`src/rtl/request_unit_if.sv`:
```
// Control/memory handshake bundle between the request unit (master) and the
// control unit, datapath and memory system (slave).
interface request_unit_if #(
    parameter int unsigned WORD_W = 32
);
    logic              iren;
    logic              dren;
    logic              dwen;
    logic              halt;
    logic              ihit;
    logic              dhit;
    logic [WORD_W-1:0] iaddr_in;
    logic [WORD_W-1:0] daddr_in;
    logic [WORD_W-1:0] dstore_in;

    logic              imemREN;
    logic              dmemREN;
    logic              dmemWEN;
    logic [WORD_W-1:0] imemaddr;
    logic [WORD_W-1:0] dmemaddr;
    logic [WORD_W-1:0] dmemstore;
    logic              pc_en;
    logic              halted;
    logic              timeout;

    modport master (
        input  iren, dren, dwen, halt, ihit, dhit, iaddr_in, daddr_in, dstore_in,
        output imemREN, dmemREN, dmemWEN, imemaddr, dmemaddr, dmemstore,
               pc_en, halted, timeout
    );

    modport slave (
        output iren, dren, dwen, halt, ihit, dhit, iaddr_in, daddr_in, dstore_in,
        input  imemREN, dmemREN, dmemWEN, imemaddr, dmemaddr, dmemstore,
               pc_en, halted, timeout
    );
endinterface

```
`src/rtl/request_unit.sv`:
```
// Sequences instruction fetch and data access requests to memory, with a
// sticky halt state and a watchdog on unanswered requests.
module request_unit #(
    parameter int unsigned MAX_WAIT = 255,
    parameter int unsigned WORD_W   = 32
) (
    input  logic          CLK,
    input  logic          RST,
    request_unit_if.master bus
);
    localparam int unsigned CNT_W = (MAX_WAIT > 0) ? $clog2(MAX_WAIT + 1) : 1;
    localparam logic [CNT_W-1:0] CNT_MAX = CNT_W'(MAX_WAIT);

    typedef enum logic [2:0] {
        IDLE,
        FETCH,
        DATA,
        HALTED,
        ERR
    } state_e;

    state_e            state_q, state_d;
    logic [CNT_W-1:0]  cnt_q, cnt_d;
    logic [WORD_W-1:0] iaddr_q, iaddr_d;
    logic [WORD_W-1:0] daddr_q, daddr_d;
    logic [WORD_W-1:0] dstore_q, dstore_d;
    logic              wr_q, wr_d;
    logic              wd_expired;
    logic              pc_en;

    // Fetch is issued in FETCH regardless of iren.
    logic unused_iren;
    assign unused_iren = bus.iren;

    assign wd_expired = (MAX_WAIT > 0) && (cnt_q == CNT_MAX);

    always_comb begin
        state_d  = state_q;
        cnt_d    = cnt_q;
        iaddr_d  = iaddr_q;
        daddr_d  = daddr_q;
        dstore_d = dstore_q;
        wr_d     = wr_q;
        pc_en    = 1'b0;

        case (state_q)
            IDLE: state_d = FETCH;
            FETCH: begin
                iaddr_d = bus.iaddr_in;
                if (bus.ihit) begin
                    cnt_d = '0;
                    if (bus.halt) begin
                        state_d = HALTED;
                    end else if (bus.dren || bus.dwen) begin
                        state_d  = DATA;
                        daddr_d  = bus.daddr_in;
                        dstore_d = bus.dstore_in;
                        wr_d     = bus.dwen;
                    end else begin
                        pc_en = 1'b1;
                    end
                end else if (wd_expired) begin
                    state_d = ERR;
                end else if (cnt_q != CNT_MAX) begin
                    cnt_d = cnt_q + 1'b1;
                end
            end
            DATA: begin
                if (bus.dhit) begin
                    state_d = FETCH;
                    cnt_d   = '0;
                    pc_en   = 1'b1;
                end else if (wd_expired) begin
                    state_d = ERR;
                end else if (cnt_q != CNT_MAX) begin
                    cnt_d = cnt_q + 1'b1;
                end
            end
            HALTED:  state_d = HALTED;
            ERR:     state_d = ERR;
            default: state_d = IDLE;
        endcase

        if (state_d != state_q) begin
            cnt_d = '0;
        end
    end

    always_ff @(posedge CLK or posedge RST) begin
        if (RST) begin
            state_q  <= IDLE;
            cnt_q    <= '0;
            iaddr_q  <= '0;
            daddr_q  <= '0;
            dstore_q <= '0;
            wr_q     <= 1'b0;
        end else begin
            state_q  <= state_d;
            cnt_q    <= cnt_d;
            iaddr_q  <= iaddr_d;
            daddr_q  <= daddr_d;
            dstore_q <= dstore_d;
            wr_q     <= wr_d;
        end
    end

    // Outside FETCH the instruction address shows the last PC presented.
    assign bus.imemREN   = (state_q == FETCH);
    assign bus.imemaddr  = (state_q == FETCH) ? bus.iaddr_in : iaddr_q;
    assign bus.dmemREN   = (state_q == DATA) && !wr_q;
    assign bus.dmemWEN   = (state_q == DATA) && wr_q;
    assign bus.dmemaddr  = daddr_q;
    assign bus.dmemstore = dstore_q;
    assign bus.pc_en     = pc_en;
    assign bus.halted    = (state_q == HALTED);
    assign bus.timeout   = (state_q == ERR);
endmodule

```
`src/flat_wrapper.sv`:
```
// flat-port wrapper written by rule: the top's interface ports become plain ports
module request_unit_flat 
#(
    parameter int unsigned MAX_WAIT = 255,
    parameter int unsigned WORD_W   = 32
)
  (CLK, RST, bus_iren, bus_dren, bus_dwen, bus_halt, bus_ihit, bus_dhit, bus_iaddr_in, bus_daddr_in, bus_dstore_in, bus_imemREN, bus_dmemREN, bus_dmemWEN, bus_imemaddr, bus_dmemaddr, bus_dmemstore, bus_pc_en, bus_halted, bus_timeout);
  request_unit_if #(.WORD_W(WORD_W)) bus_i ();
  input  logic CLK;
  input  logic RST;
  input wire logic [$bits(bus_i.iren)-1:0] bus_iren;
  input wire logic [$bits(bus_i.dren)-1:0] bus_dren;
  input wire logic [$bits(bus_i.dwen)-1:0] bus_dwen;
  input wire logic [$bits(bus_i.halt)-1:0] bus_halt;
  input wire logic [$bits(bus_i.ihit)-1:0] bus_ihit;
  input wire logic [$bits(bus_i.dhit)-1:0] bus_dhit;
  input wire logic [$bits(bus_i.iaddr_in)-1:0] bus_iaddr_in;
  input wire logic [$bits(bus_i.daddr_in)-1:0] bus_daddr_in;
  input wire logic [$bits(bus_i.dstore_in)-1:0] bus_dstore_in;
  output wire logic [$bits(bus_i.imemREN)-1:0] bus_imemREN;
  output wire logic [$bits(bus_i.dmemREN)-1:0] bus_dmemREN;
  output wire logic [$bits(bus_i.dmemWEN)-1:0] bus_dmemWEN;
  output wire logic [$bits(bus_i.imemaddr)-1:0] bus_imemaddr;
  output wire logic [$bits(bus_i.dmemaddr)-1:0] bus_dmemaddr;
  output wire logic [$bits(bus_i.dmemstore)-1:0] bus_dmemstore;
  output wire logic [$bits(bus_i.pc_en)-1:0] bus_pc_en;
  output wire logic [$bits(bus_i.halted)-1:0] bus_halted;
  output wire logic [$bits(bus_i.timeout)-1:0] bus_timeout;
  assign bus_i.iren = bus_iren;
  assign bus_i.dren = bus_dren;
  assign bus_i.dwen = bus_dwen;
  assign bus_i.halt = bus_halt;
  assign bus_i.ihit = bus_ihit;
  assign bus_i.dhit = bus_dhit;
  assign bus_i.iaddr_in = bus_iaddr_in;
  assign bus_i.daddr_in = bus_daddr_in;
  assign bus_i.dstore_in = bus_dstore_in;
  assign bus_imemREN = bus_i.imemREN;
  assign bus_dmemREN = bus_i.dmemREN;
  assign bus_dmemWEN = bus_i.dmemWEN;
  assign bus_imemaddr = bus_i.imemaddr;
  assign bus_dmemaddr = bus_i.dmemaddr;
  assign bus_dmemstore = bus_i.dmemstore;
  assign bus_pc_en = bus_i.pc_en;
  assign bus_halted = bus_i.halted;
  assign bus_timeout = bus_i.timeout;
  request_unit #(.MAX_WAIT(MAX_WAIT), .WORD_W(WORD_W)) u_core (.CLK(CLK), .RST(RST), .bus(bus_i));
endmodule
```
`config.mk`:
```
export PLATFORM = sky130hd
export DESIGN_NAME = request_unit_flat
export DESIGN_NICKNAME = d
export VERILOG_FILES = /design/src/rtl/request_unit_if.sv /design/src/rtl/request_unit.sv /design/src/flat_wrapper.sv
export SDC_FILE = /design/constraint.sdc
export NUM_CORES = 1
export LEC_CHECK = 0
export BUFFER_PORTS_ARGS = -buffer_cell sky130_fd_sc_hd__clkbuf_2
export CORE_ASPECT_RATIO = 1.5
export CORE_MARGIN = 2
export CORE_UTILIZATION = 47
export CTS_CLUSTER_DIAMETER = 100
export DETAILED_ROUTE_END_ITERATION = 8
export PLACE_DENSITY = 0.8
export SKIP_LAST_GASP = 1
export SYNTH_ARGS = -nofsm -noshare
export SYNTH_HDL_FRONTEND = slang
export SYNTH_SLANG_ARGS = --single-unit
```
`constraint.sdc`:
```
create_clock -name CLK -period 3.9 [get_ports CLK]
set_input_delay 0.78 -clock CLK [delete_from_list [all_inputs] [get_ports CLK]]
set_output_delay 0.78 -clock CLK [all_outputs]
set_load 0.02 [all_outputs]
```
# Yosys cells after proc, flatten, opt, wreduce, memory -nomap -nowiden
# Index checks and enable logic that the tools add are counted.
classes:
  add_sub_neg: 1
  n_eq_ne: 7
  muxes: 18
  bitwise_logic: 1
  n_reduce_logical: 7
ops:
  columns: ["op", "count"]
  rows:
  - ["$mux W8", 5]
  - ["$mux W32", 1]
  - ["$pmux W8 S2", 1]
  - ["$mux W3", 5]
  - ["$pmux W3 S5", 1]
  - ["$add A8 B1 Y8 const B", 1]
  - ["$eq A8 B8 Y1 const B", 1]
  - ["$ne A8 B8 Y1 const B", 1]
  - ["$eq A3 B2 Y1 const B", 2]
  - ["$mux W1", 4]
  - ["$reduce_and A4 Y1", 1]
  - ["$eq A3 B1 Y1 const B", 1]
  - ["$eq A3 B3 Y1 const B", 1]
  - ["$logic_not A3 Y1", 1]
  - ["$ne A3 B3 Y1", 1]
  - ["$reduce_bool A3 Y1", 1]
  - ["$logic_and A1 B1 Y1", 2]
  - ["$pmux W1 S2", 1]
  - ["$logic_not A1 Y1", 1]
  - ["$logic_or A1 B1 Y1", 1]
  - ["$not A1 Y1", 1]
totals:
  ff_bits: 108
  in_bits: 104
  out_inout_bits: 102
  elab_cells: 40

# Logic depth before layout (Yosys ltp)
depth:
  depth_word: 7
  ltp_mapped: 6
  depth_no_buf: 6

# Least setup slack after synthesis
# No wires, ideal clock.
synth_path:
  path_kind: "register to output"
  from: "reg u_core.state_q[2]"
  to: "out bus_imemaddr[23]"
  arrival_ns: 1.502
  required_ns: 3.120
  path_slack_ns: 1.618
  path_stages_with_launch: 4
  n_path_buf: 1
  path_cell_list: "dfrtp_1 -> nor3b_4 -> buf_2 -> mux2_2"
synth_between:
  elab_chain_cells: 2
synth_rtl:
  columns: ["item", "line_no", "source"]
  rows:
  - ["start, declared", "request_unit.sv:22", "state_e state_q, state_d;"]
  - ["start signal, assigned", "request_unit.sv:98", "state_q <= state_d;"]
  - ["$eq A3 B1 Y1", null, null]
  - ["via bus_imemREN", "flat_wrapper.sv:20", "output wire logic [$bits(bus_i.imemREN)-1:0] bus_imemREN;"]
  - ["$mux W32", "request_unit.sv:109", "assign bus.imemaddr = (state_q == FETCH) ? bus.iaddr_in : iaddr_q;"]
  - ["end, declared", "flat_wrapper.sv:23", "output wire logic [$bits(bus_i.imemaddr)-1:0] bus_imemaddr;"]
# The timed path passes the listed nets, and every way through them passes these cells.

# Final worst setup path
layout_path:
  from: "reg u_core.state_q[2]"
  to: "out bus_imemaddr[16]"
layout_between:
  elab_chain_cells: 2
layout_rtl:
  columns: ["item", "line_no"]
  rows:
  - ["$eq A3 B1 Y1", "request_unit.sv:109"]
  - ["$mux W32", "request_unit.sv:109"]
# Every way passes these cells.

==> results.sh <==
export IMPL_yosys_most_used_dff="dfrtp_1"
export IMPL_numCtsBuffers=9
export IMPL_crit_chain="nor3b_4 -> buf_4 -> mux2_2 -> clkbuf_2"
export IMPL_hold_viol_final=0
export IMPL_fin_worst_skew_ns=0.007110
export IMPL_final_common_cell="clkbuf_2"
export IMPL_die_area_um2=10290
export IMPL_fmax_ghz=0.3399
export IMPL_vias_per_cell=5.072
export IMPL_die_width_um=83.50
export IMPL_syn_avg_cell_area_um2=14.61
export IMPL_grt_overflow_total=0
export IMPL_antenna_found_initial=0
export IMPL_synthAdderAreaFrac=0.002808
export IMPL_synth_top_area_frac=0.6066
export IMPL_hold_end="u_core.iaddr_q[4]"
export IMPL_synth_fp_nets=410
export IMPL_wire_per_inst_um=15.27
export IMPL_hp_class="reg -> reg"
export IMPL_worst_pin_slew_ns=1.024
export IMPL_synth_xor_area_frac=0.003931
export IMPL_post_cts_resized=0
export IMPL_totalWireLength_mm=9.560
export IMPL_grt_pass1_wl_mm=15.53
export IMPL_drv_slew=0
export IMPL_cts_setup_buffers=0
export IMPL_synth_edff_count=0
export IMPL_cts_hold_buffers=0
export IMPL_ys_top_cells_by_area="dfrtp_1 61%, mux2_2 25%, buf_6 1.8%, a21oi_1 1.2%, nor2_1 1.1%"
export IMPL_synth_top_area_cell="dfrtp_1"
export IMPL_design_area_um2=5799
export IMPL_routabilityCongestion=0.8230
export IMPL_core_area_um2=9254
export IMPL_synth_top_family_by_area="multiplexers"
export IMPL_ctsLongestPathBuffers=2
export IMPL_nets=614
export IMPL_htreeDepth=3
export IMPL_synth_simple_area_share=0.06403
export IMPL_reg2reg_from="u_core.state_q[2]"
export IMPL_ys_types=39
export IMPL_fin_setup_tns_ns=0
export IMPL_start_util=0.4815
export IMPL_crit_path_start_kind="register"
export IMPL_die_h_um=123.2
export IMPL_cts_tree="done"
export IMPL_diodes=0
export IMPL_syn_cell_area_um2=4456
export IMPL_portBuffers=204
export IMPL_drt_iter0_drc=109
export IMPL_fin_crit_ns=2.942
export IMPL_vias=3175
export IMPL_path_max_fanout=35
export IMPL_arrival_ns=2.16
export IMPL_io_pins=206
export IMPL_track_usage=0.1892
export IMPL_p_leak_nw=2.916
export IMPL_r2r_cells=3
export IMPL_final_setup_viol_count=0
export IMPL_drive_above_1_share=0.6440
export IMPL_fillCellCount=728
export IMPL_place_area_um2=5529
export IMPL_synth_cells=305
export IMPL_reg2reg_to="u_core.bus.dmemaddr[23]"
export IMPL_grt_pass1_vias=3225
export IMPL_drt_pass1_iter_count=4
export IMPL_synthMuxAreaShare=0.2452
export IMPL_cp_buffers_inverters=2
export IMPL_end_kind="primary output"
export IMPL_holdPathStages=1
export IMPL_critPathMaxStageDelay_ns=0.57
export IMPL_area_growth_pct=30.16
export IMPL_relSlewSlack=0.3173
export IMPL_dpl_hpwl_mm=7.152
export IMPL_worst_r2r_setup_slack_ns=1.76
export IMPL_ys_ff_latch=108
export IMPL_yosysWarnings=0
export IMPL_worst_ep_required_time_ns=3.12
export IMPL_cp_top_family="buffers and inverters"
export IMPL_seq_area_frac_synth=0.6066
export IMPL_ir_worst_vdd_mv=0.5524
export IMPL_clk_pin_slew_ns=0.07
export IMPL_num_rows=43
export IMPL_min_period_over_period=0.7543
export IMPL_async_reset_ff_frac=1.000
export IMPL_status="finished, final reports clean"
export IMPL_root_buffer="clkbuf_16"
export IMPL_path_class="reg -> out"
export IMPL_p_per_area_nw_per_um2=857.3
export IMPL_drc_errors=0
export IMPL_rsz0062_at_grt="false"
export IMPL_ant_nets=0
export IMPL_layout_common_cells="204 x clkbuf_2, 108 x dfrtp_1, 97 x mux2_2"
export IMPL_cap_viol_max_count=0
export IMPL_slowest_stage="dfrtp_1"
export IMPL_clkSinkCount=108
export IMPL_hold_start="u_core.iaddr_q[4]"
export IMPL_worst_skew_pair_late_latency_ns=0.34
export IMPL_synth_compound_area_share=0.04774
export IMPL_grt_start_max_net_pins=88
[flip-flops by register name, indices dropped and copies added (netlist names)]
signal / flops
u_core.state_q: 3
u_core.bus.dmemstore: 32
u_core.iaddr_q: 32
u_core.bus.dmemaddr: 32
u_core.cnt_q: 8
u_core.wr_q: 1
[per-stage QoR]
| stage | utilization | hold WS (ns) | cells | power [mW] | setup WS, ns |
|---|---|---|---|---|---|
| after floorplan | - | 0.4960 | 305 | 3.413 | 0.2744 |
| after global placement | 0.5975 | 0.4805 | 610 | 4.091 | 1.372 |
| after detailed placement | 0.5975 | 0.4858 | 610 | 4.192 | 1.313 |
| after CTS | 0.6267 | 0.5019 | 626 | 5.042 | 0.9367 |
| after global routing | 0.6267 | 0.5102 | 626 | 5.278 | 0.8303 |
| final | 0.6267 | 0.4995 | 626 | 4.972 | 0.9582 |
[logic make-up (layout without fill, tap and decap cells)]
logic type / count (synthesis) / in the layout
and+or+nand+nor: 49 / 49
DFF: 108 / 108
AOI/OAI and AO/OA: 31 / 31
xor gates and xnor gates: 2 / 2
muxes: 97 / 97
adders and majority gates: 1 / 1
buffers and inverters: 17 / 226
[where the power goes]
part | internal, mW | switching, mW
Sequential | 1.62 | 0.244
Combinational | 0.931 | 1.34
Clock | 0.436 | 0.395
Total | 2.99 | 1.98
[layer usage]
layer / share of wire / GRT usage / vias up
li1: - / - / 1489
met1: 0.35 / 0.2179 / 1557
met2: 0.58 / 0.3463 / 118
met3: 0.059 / 0.04606 / 11
met4: 0.014 / 0.06351 / 0
met5: 0 / 0 / -
[final cells by class]
| class | count | area [um^2] | area share |
|---|---|---|---|
| repair buffers | 207 | 1044 | 0.1799 |
| inverters | 3 | 13.76 | 0.002373 |
| well taps | 112 | 140.1 | 0.02416 |
| multi-input cells | 180 | 1629 | 0.2809 |
| clock buffers | 11 | 232.7 | 0.04013 |
| flip-flops and latches | 108 | 2703 | 0.4660 |
| clock inverters | 5 | 37.54 | 0.006472 |
[cells in the mapped netlist, drive strengths merged, types with 2 or more instances]
library cell	instances
nor2	13
inv	3
or3	2
a22o	2
a21o	2
xnor2	2
nand4	2
mux2	97
nand3	8
buf	14
nor2b	4
nor3	4
and3	2
dfrtp	108
o21ai	7
nand2	8
nor3b	2
a21oi	11
[worst max path at each step]
| stage | startpoint | end | slack (ns) | cells past startpoint |
|---|---|---|---|---|
| after floorplan | RST | u_core.bus.dmemaddr[0] | 0.27 | 1 |
| after global placement | bus_ihit | u_core.bus.dmemaddr[24] | 1.37 | 5 |
| after detailed placement | bus_ihit | u_core.bus.dmemaddr[14] | 1.31 | 5 |
| after CTS | u_core.state_q[2] | bus_imemaddr[16] | 0.94 | 4 |
| after global routing | u_core.state_q[2] | bus_imemaddr[18] | 0.83 | 4 |
| final | u_core.state_q[2] | bus_imemaddr[16] | 0.96 | 4 |
Note: power is estimated with default switching activity, not from simulation.
